===== config.mk =====
export PLATFORM = sky130hd
export DESIGN_NAME = axi_slave_write_ctrl
export DESIGN_NICKNAME = d
export VERILOG_FILES = /design/src/rtl/axi_slave_write_ctrl.sv
export SDC_FILE = /design/constraint.sdc
export NUM_CORES = 1
export LEC_CHECK = 0
export ABC_AREA = 1
export BUFFER_PORTS_ARGS = -buffer_cell sky130_fd_sc_hd__buf_2
export CAP_MARGIN = 20
export CORE_UTILIZATION = 51
export DETAILED_ROUTE_END_ITERATION = 8
export GPL_TIMING_DRIVEN = 0
export PLACE_DENSITY_LB_ADDON = 0.15
export SETUP_SLACK_MARGIN = 0.5
export SLEW_MARGIN = 5
export SYNTH_ARGS = -nofsm -noshare
export SYNTH_HDL_FRONTEND = slang
export SYNTH_SLANG_ARGS = --single-unit

===== constraint.sdc =====
create_clock -name ACLK -period 2.8 [get_ports ACLK]
set_input_delay 0.42 -clock ACLK [delete_from_list [all_inputs] [get_ports ACLK]]
set_output_delay 0.42 -clock ACLK [all_outputs]
set_load 0.01 [all_outputs]

===== src/rtl/axi_slave_write_ctrl.sv =====
// AXI4 slave write-path controller: one burst at a time, each W beat becomes a
// one-cycle memory write strobe, one B response per burst. Optional: AXI_SLV_DECERR_EN.
module axi_slave_write_ctrl #(
    parameter int                ID_W       = 4,
    parameter int                ADDR_W     = 16,
    parameter int                DATA_W     = 32,
    parameter logic [ADDR_W-1:0] ADDR_LIMIT = 16'hFFFF
) (
    input  logic                  ACLK,
    input  logic                  ARESETn,
    input  logic [ID_W-1:0]       AWID,
    input  logic [ADDR_W-1:0]     AWADDR,
    input  logic [7:0]            AWLEN,
    input  logic [2:0]            AWSIZE,
    input  logic [1:0]            AWBURST,
    input  logic                  AWVALID,
    output logic                  AWREADY,
    input  logic [DATA_W-1:0]     WDATA,
    input  logic [DATA_W/8-1:0]   WSTRB,
    input  logic                  WLAST,
    input  logic                  WVALID,
    output logic                  WREADY,
    output logic [ID_W-1:0]       BID,
    output logic [1:0]            BRESP,
    output logic                  BVALID,
    input  logic                  BREADY,
    output logic                  mem_we,
    output logic [ADDR_W-1:0]     mem_addr,
    output logic [DATA_W-1:0]     mem_wdata,
    output logic [DATA_W/8-1:0]   mem_wstrb
);

    localparam int         STRB_W   = DATA_W / 8;
    localparam logic [2:0] SIZE_MAX = 3'($clog2(STRB_W));
    localparam int         EXT_W    = ADDR_W + 8;

    typedef enum logic [1:0] {
        IDLE = 2'd0,
        DATA = 2'd1,
        RESP = 2'd2
    } state_t;

    state_t              state_q, state_d;
    logic [ID_W-1:0]     id_q, id_d;
    logic [ADDR_W-1:0]   addr_q, addr_d;
    logic [7:0]          len_q, len_d;
    logic [2:0]          size_q, size_d;
    logic                incr_q, incr_d;
    logic [7:0]          beat_cnt_q, beat_cnt_d;
    logic                slv_err_q, slv_err_d;
    logic                dec_err_q, dec_err_d;
    logic                awready_q, awready_d;
    logic                wready_q, wready_d;
    logic                bvalid_q, bvalid_d;
    logic                mem_we_q, mem_we_d;
    logic [ADDR_W-1:0]   mem_addr_q, mem_addr_d;
    logic [DATA_W-1:0]   mem_wdata_q, mem_wdata_d;
    logic [STRB_W-1:0]   mem_wstrb_q, mem_wstrb_d;

    logic [ADDR_W-1:0]   beat_addr;
    logic                beat_last;
    logic                wlast_bad;
    logic                beat_hs;
    logic                beat_dec;

    always_comb begin
        beat_addr = addr_q & ({ADDR_W{1'b1}} << size_q);
        beat_last = (beat_cnt_q == len_q);
        wlast_bad = (WLAST != beat_last);
        beat_hs   = WVALID && wready_q;
    end

`ifdef AXI_SLV_DECERR_EN
    // Last byte touched by the beat must not exceed the legal window.
    logic [EXT_W-1:0] beat_end;
    always_comb begin
        beat_end = EXT_W'(beat_addr) + (EXT_W'(1) << size_q) - EXT_W'(1);
        beat_dec = (beat_end > EXT_W'(ADDR_LIMIT));
    end
`else
    logic unused_addr_limit;
    assign unused_addr_limit = ^ADDR_LIMIT;
    assign beat_dec = 1'b0;
`endif

    always_comb begin
        state_d     = state_q;
        id_d        = id_q;
        addr_d      = addr_q;
        len_d       = len_q;
        size_d      = size_q;
        incr_d      = incr_q;
        beat_cnt_d  = beat_cnt_q;
        slv_err_d   = slv_err_q;
        dec_err_d   = dec_err_q;
        mem_we_d    = 1'b0;
        mem_addr_d  = mem_addr_q;
        mem_wdata_d = mem_wdata_q;
        mem_wstrb_d = mem_wstrb_q;

        case (state_q)
            IDLE: begin
                if (AWVALID && awready_q) begin
                    id_d       = AWID;
                    addr_d     = AWADDR;
                    len_d      = AWLEN;
                    size_d     = AWSIZE;
                    incr_d     = (AWBURST == 2'b01);
                    beat_cnt_d = 8'd0;
                    slv_err_d  = AWBURST[1] || (AWSIZE > SIZE_MAX);
                    dec_err_d  = 1'b0;
                    state_d    = DATA;
                end
            end
            DATA: begin
                if (beat_hs) begin
                    // A WLAST mismatch suppresses the offending beat and all later ones.
                    slv_err_d   = slv_err_q || wlast_bad;
                    dec_err_d   = dec_err_q || beat_dec;
                    mem_we_d    = !slv_err_d && !beat_dec;
                    mem_addr_d  = beat_addr;
                    mem_wdata_d = WDATA;
                    mem_wstrb_d = WSTRB;
                    if (incr_q) begin
                        addr_d = addr_q + (ADDR_W'(1) << size_q);
                    end
                    beat_cnt_d = beat_cnt_q + 8'd1;
                    if (beat_last) begin
                        state_d = RESP;
                    end
                end
            end
            RESP: begin
                if (bvalid_q && BREADY) begin
                    state_d = IDLE;
                end
            end
            default: state_d = IDLE;
        endcase

        awready_d = (state_d == IDLE);
        wready_d  = (state_d == DATA);
        bvalid_d  = (state_d == RESP);
    end

    always_ff @(posedge ACLK) begin
        if (!ARESETn) begin
            state_q     <= IDLE;
            id_q        <= '0;
            addr_q      <= '0;
            len_q       <= '0;
            size_q      <= '0;
            incr_q      <= 1'b0;
            beat_cnt_q  <= '0;
            slv_err_q   <= 1'b0;
            dec_err_q   <= 1'b0;
            awready_q   <= 1'b0;
            wready_q    <= 1'b0;
            bvalid_q    <= 1'b0;
            mem_we_q    <= 1'b0;
            mem_addr_q  <= '0;
            mem_wdata_q <= '0;
            mem_wstrb_q <= '0;
        end else begin
            state_q     <= state_d;
            id_q        <= id_d;
            addr_q      <= addr_d;
            len_q       <= len_d;
            size_q      <= size_d;
            incr_q      <= incr_d;
            beat_cnt_q  <= beat_cnt_d;
            slv_err_q   <= slv_err_d;
            dec_err_q   <= dec_err_d;
            awready_q   <= awready_d;
            wready_q    <= wready_d;
            bvalid_q    <= bvalid_d;
            mem_we_q    <= mem_we_d;
            mem_addr_q  <= mem_addr_d;
            mem_wdata_q <= mem_wdata_d;
            mem_wstrb_q <= mem_wstrb_d;
        end
    end

    // SLVERR outranks DECERR.
    assign BRESP     = slv_err_q ? 2'b10 : (dec_err_q ? 2'b11 : 2'b00);
    assign BID       = id_q;
    assign BVALID    = bvalid_q;
    assign AWREADY   = awready_q;
    assign WREADY    = wready_q;
    assign mem_we    = mem_we_q;
    assign mem_addr  = mem_addr_q;
    assign mem_wdata = mem_wdata_q;
    assign mem_wstrb = mem_wstrb_q;

endmodule

==> results_dict.tcl, run 1 <==
set metrics [dict create \
    min_from "WDATA[7]" \
    vias_per_cell 5.28 \
    p_per_area_mw_per_mm2 519 \
    hold_path_depth 3 \
    drtPass1Iterations 4 \
    critPathArrivalTime_ps 2380 \
    ys.flop_type "dfxtp_1" \
    syn_to_final_growth_pct 23.0 \
    worstPathCellList "clkbuf_4 -> nand2_1 -> nor2_1 -> ha_1 -> nand2_1 -> nor2_1 -> nand3_1 -> nand3_1 -> nand3_1 -> a21oi_1 -> nor2_1" \
    cp.required_ps 3060 \
    grt_pass1_vias 4071 \
    tns_ps 0 \
    numCtsBuffers 9 \
    post-route-min-period_ps 2120 \
    setup.worst_path.end_class "flip-flop" \
    path_delay_family "simple AND/OR/NAND/NOR gates" \
    start_util_pct 53.5 \
    synthArstFlopShare_pct 0 \
    timing.final.crit_share_pct 75.5 \
    yosysMostFrequentCell "nor2_1" \
    antenna_cells 0 \
    holdPathEnd "mem_wdata[7]" \
    crit_fanout 9 \
    r2r_slack_ps 680 \
    vias 4627 \
    track_usage_pct 28.0 \
    core_mm2 0.00834 \
    ant_nets 0 \
    vdd_drop_max_v 0.000258 \
    postSynthAreaPerCell_um2 7.19 \
    cp-start-kind "flip-flop" \
    syn_area_mm2 0.00446 \
    die_y_um 95.5 \
    ff2ff_path_depth 11 \
    avgRoutedWirePerCell_um 14.6 \
    synth_top_cell_by_area "dfxtp_1" \
    report.final.slew_viol_count 0 \
    rows 33 \
    hp-class "input pin to flip-flop" \
    drc 0 \
    max_stage_delay_ps 380 \
    yosys.area.top_type_share_pct 44.4 \
    yosysWarnings 0 \
    grt_start_max_net_pins 20 \
    hold_buffers 0 \
    dp_hpwl_um 9410 \
    grt_setup_unrepaired "yes" \
    synth_edf_count 0 \
    grt_pass1_wl_um 19300 \
    die_area_mm2 0.00913 \
    pin_count 137 \
    synth_seq_cells 99 \
    worst_pin_slew_ps 690 \
    slew_headroom_pct 54.0 \
    reg2reg_to "addr_q[15]" \
    clock-sinks 99 \
    path_class "flip-flop to flip-flop" \
    cp_num_buf_inv 1 \
    p_total_uw 2850 \
    crit_slowest_cell "ha_1" \
    portBuffers 135 \
    grt_overflow_total 0 \
    syn_nets 706 \
    post_cts_buffers 0 \
    synth_common_cells "125 x nor2_1, 105 x nand2_1, 99 x dfxtp_1, 84 x o21ai_0, 51 x a21oi_1" \
    synth.area.top_cells "dfxtp_1 44%, nor2_1 11%, o21ai_0 9.4%" \
    clock_skew_ps 12.1 \
    fmax_mhz 473 \
    path_clk_slew_ps 110 \
    cts_buffer_depth 2 \
    max_cap_violations 0 \
    drt-total-wl_um 12800 \
    grt_antenna_before_repair 0 \
    finalHoldViolCount 0 \
    root_buffer "clkbuf_8" \
    drt_iter0_drc 226 \
    h-tree-depth 3 \
    cts_tree "done" \
    gp_congestion 0.941 \
    worstReg2RegStart "size_q[1]" \
    drive_gt1_share_pct 23.4 \
    synth_cells 621 \
    status "complete, no violations" \
    fp.dieW_um 95.5 \
    yosysSeqAreaShare_pct 44.4 \
    nNetsFinal 852 \
    synth_cell_types 36 \
    setup_viol 0 \
    p_leak_uw 0.00250 \
    clock_latency_ps 370 \
]
## cell usage in the layout, fill, tap and decap left out, drive strengths merged
master / n
a31oi: 5
o21ai: 86
o22ai: 1
clkinv: 5
a211oi: 2
buf: 146
nand2: 106
a22oi: 1
nand3: 29
nor3: 10
clkbuf: 29
nor4: 1
and2: 2
inv: 44
nor2: 126
fa: 1
dfxtp: 99
xor2: 3
o211ai: 3
conb: 1
a21oi: 52
nand4: 4
xnor2: 5
ha: 9
o221ai: 2
## power by group
group / internal [µW] / switching (µW) / total (µW)
registers: 1460 / 47.6 / 1510
clock network: 348 / 562 / 911
logic: 164 / 260 / 424
## cell families after synthesis
family                   share of synthesized area, %
XOR/XNOR                                         1.57
AO/OA/AOI/OAI                                    18.2
adder cells (fa/ha/maj)                          2.97
buffers and inverters                            6.90
other                                          0.0840
AND/OR/NAND/NOR                                  25.9
flip-flops                                       44.4
## how the worst max path moves through the flow
| stage | start | to | slack [ps] | cells after the start |
|---|---|---|---|---|
| 2_1_floorplan | size_q[1] | addr_q[10] | 770 | 15 |
| 3_3_place_gp | size_q[1] | addr_q[10] | 450 | 15 |
| 3_5_place_dp | size_q[1] | addr_q[10] | 450 | 15 |
| 4_1_cts | size_q[1] | addr_q[10] | 570 | 15 |
| 5_1_grt | size_q[1] | addr_q[10] | 460 | 15 |
| 6_report | size_q[1] | addr_q[15] | 680 | 11 |
## layout make-up
type	instances	area, µm²
Fill cell	792	2850
Inverter	42	160
Tap cell	105	131
Buffer	31	151
Clock inverter	7	70.1
Clock buffer	9	124
Sequential cell	99	1980
Timing Repair Buffer	135	676
Multi-Input combinational cell	449	2190
## what timing repair did
action | 4_1_cts | 5_1_grt
resized for setup | 1 | 11
pin swaps | 0 | 1
setup endpoints to repair | 3 | 9
## registers in the layout, summed over array words and instances, names as in the netlist
name,count
slv_err_q,1
AWREADY,1
len_q,8
BID,4
beat_cnt_q,8
mem_wstrb,4
incr_q,1
mem_wdata,32
addr_q,16
state_q,2
mem_we,1
mem_addr,16
BVALID,1
WREADY,1
size_q,3
## routing by layer
layer	track usage, %	up-vias	part of all wire [%]
met5	0	-	0
met4	10.4	0	2.1
met3	6.38	20	7.9
met2	47.1	184	46
met1	34.9	2096	44
li1	-	2327	-
## worst reg2reg max path, stage by stage, from the launching register on
cell	delay [ps]
dfxtp_1	310
clkbuf_4	180
nand2_1	160
nor2_1	70
ha_1	380
nand2_1	120
nor2_1	150
nand3_1	120
nand3_1	180
nand3_1	100
a21oi_1	180
nor2_1	60
## through the flow
step	hold WS [ps]	std cells	area (µm²)	setup slack, ps	utilization [%]
CTS	281	877	5470	571	65.5
detailed placement	467	861	5270	451	63.2
finish	291	877	5490	685	65.8
global route	275	877	5490	462	65.8
global placement	456	861	5270	454	63.2
floorplan	444	621	4460	772	-
Power figures use the tool's default switching activity.
==> run 2: changes to the inputs <==
==> constraint.sdc (replaced) <==
create_clock -name ACLK -period 2.15 [get_ports ACLK]
set_input_delay 0.3225 -clock ACLK [delete_from_list [all_inputs] [get_ports ACLK]]
set_output_delay 0.3225 -clock ACLK [all_outputs]
set_load 0.01 [all_outputs]
==> run 2 against run 1 <==
Net effect:
- hold slack worse by 99 ps
- wire length is 6.7% higher
- sequential share of layout area is 2.7 points lower
- core utilization is 5.6 points higher
- flip-flop and latch count stayed put
- combinational power is 60% higher
- first-iteration DRC count is 29% higher
- total power is 38% higher
==> results_dict.tcl, run 2 (same netlist as run 1, synthesis figures left out) <==
set metrics [dict create \
    dp_slack_ps 112 \
    area.sequential_mm2 0.00199 \
    grt_start_max_net_pins 19 \
    numCtsBuffers 9 \
    grt_antenna_before_repair 0 \
    worstPathCellList "buf_8 -> nand2_2 -> nor2_2 -> ha_1 -> a21oi_2 -> nand2_2 -> nand2_2 -> nand2_2 -> nand2_2 -> nand2_2 -> o211ai_1 -> nand3_1 -> nand2_1 -> inv_1" \
    critPathArrivalTime_ps 2280 \
    clock_skew_ps 7.45 \
    multi_input_area_mm2 0.00242 \
    layout_setup_ws_ps 159 \
    cp.required_ps 2440 \
    worst_pin_slew_ps 629 \
    drt-total-wl_um 13700 \
    rows 33 \
    track_usage_pct 28.4 \
    die_area_mm2 0.00913 \
    fmax_mhz 502 \
    grt_setup_unrepaired "yes" \
    vdd_drop_max_v 0.000476 \
    tns_ps 0 \
    clock_latency_ps 380 \
    grt_pass1_wl_um 19600 \
    cts_tree "done" \
    syn_to_final_growth_pct 33.5 \
    start_util_pct 53.5 \
    cp-start-kind "flip-flop" \
    gp_congestion 0.935 \
    pin_count 137 \
    largest_reg_flops 32 \
    fp.dieW_um 95.5 \
    antenna_cells 0 \
    root_buffer "clkbuf_8" \
    post-route-min-period_ps 1990 \
    core_mm2 0.00834 \
    crit_fanout 5 \
    nFillCells 708 \
    p_leak_uw 0.00266 \
    dp_hpwl_um 9270 \
    die_y_um 95.5 \
    drc 0 \
    setup.worst_path.end_class "flip-flop" \
    drtPass1Iterations 5 \
    drive_gt1_share_pct 32.2 \
    hold_buffers 0 \
    cts_buffer_depth 2 \
    ant_nets 0 \
    hp-class "input pin to flip-flop" \
    setup_viol 0 \
    status "complete, no violations" \
    report.final.slew_viol_count 0 \
    nNetsFinal 876 \
    vias_per_cell 5.37 \
    crit_slowest_cell "ha_1" \
    grt_pass1_vias 4210 \
    finalHoldViolCount 0 \
    crit_path_frequent_cell "nand2_2" \
    h-tree-depth 3 \
    path_class "flip-flop to flip-flop" \
    clock-sinks 99 \
    slew_headroom_pct 58.1 \
    portBuffers 135 \
    avgRoutedWirePerCell_um 15.2 \
    timing.final.crit_share_pct 92.6 \
    vias 4836 \
    grt_overflow_total 0 \
    path_clk_slew_ps 100 \
    drt_iter0_drc 292 \
    max_stage_delay_ps 360 \
    final_common_cell "buf_2" \
    layout_common_cells "141 x buf_2, 117 x nor2_1, 95 x dfxtp_1, 91 x nand2_1, 78 x o21ai_0" \
    p_per_area_mw_per_mm2 660 \
    max_cap_violations 0 \
]
-- run 2: changes by cell type in the layout (fill, tap and decap cells not counted), sizes merged --
| cell | delta |
|---|---|
| clkbuf | -1 |
| buf | +25 |
| inv | +2 |
| bufinv | +1 |
| clkinv | -3 |
-- run 2: report_power, final --
part	internal, µW	leakage [µW]	switching [µW]	total (µW)
sequential	1910	0.000805	71.3	1980
clock	558	0.000107	717	1270
combinational	291	0.00174	388	679
-- run 2: worst paths after layout --
check / from / endpoint / slack [ps] / depth (start not counted)
min reg2reg: len_q[0] / len_q[0] / 480 / 2
max: size_q[1] / addr_q[13] / 160 / 14
max reg2reg: size_q[1] / addr_q[13] / 160 / 14
min: WDATA[7] / mem_wdata[7] / 190 / 3
-- run 2: metal layers --
layer / up-vias / wire (µm) / global-route usage (%)
met5: - / 0 / 0
met4: 0 / 440 / 9.58
li1: 2381 / - / -
met1: 2208 / 5730 / 35.4
met2: 206 / 6390 / 47.9
met3: 41 / 1100 / 6.78
-- run 2: final cells by class --
class                           count  area share, %
Inverter                           42           2.77
Clock inverter                      7           1.32
Clock buffer                        9           2.08
Multi-Input combinational cell    449           40.6
Buffer                             31           2.77
Tap cell                          105           2.20
Sequential cell                    99           33.4
Timing Repair Buffer              159           14.8
-- run 2: critical path, delay by kind of cell (launching register included) --
kind	cells	cell delay (ps)
compound gates	2	300
simple gates	9	720
buf+inv	2	170
fa+ha+maj	1	360
flops	1	350
-- run 2: stage by stage --
step	util [%]	cell area (µm²)	total power, µW	hold WS (ps)	std cells
floorplan	-	4520	2350	444	621
global placement	63.8	5330	2540	458	861
detailed placement	63.8	5330	2560	463	861
CTS	68.4	5710	3840	184	889
global route	71.5	5960	4090	186	901
finish	71.5	5960	3930	191	901
-- run 2: what timing repair did --
item,in CTS,in global routing
resized for setup,30,36
buffers inserted,11,12
cloned,1,0
pin swaps,24,27
endpoints found under the setup margin,27,23
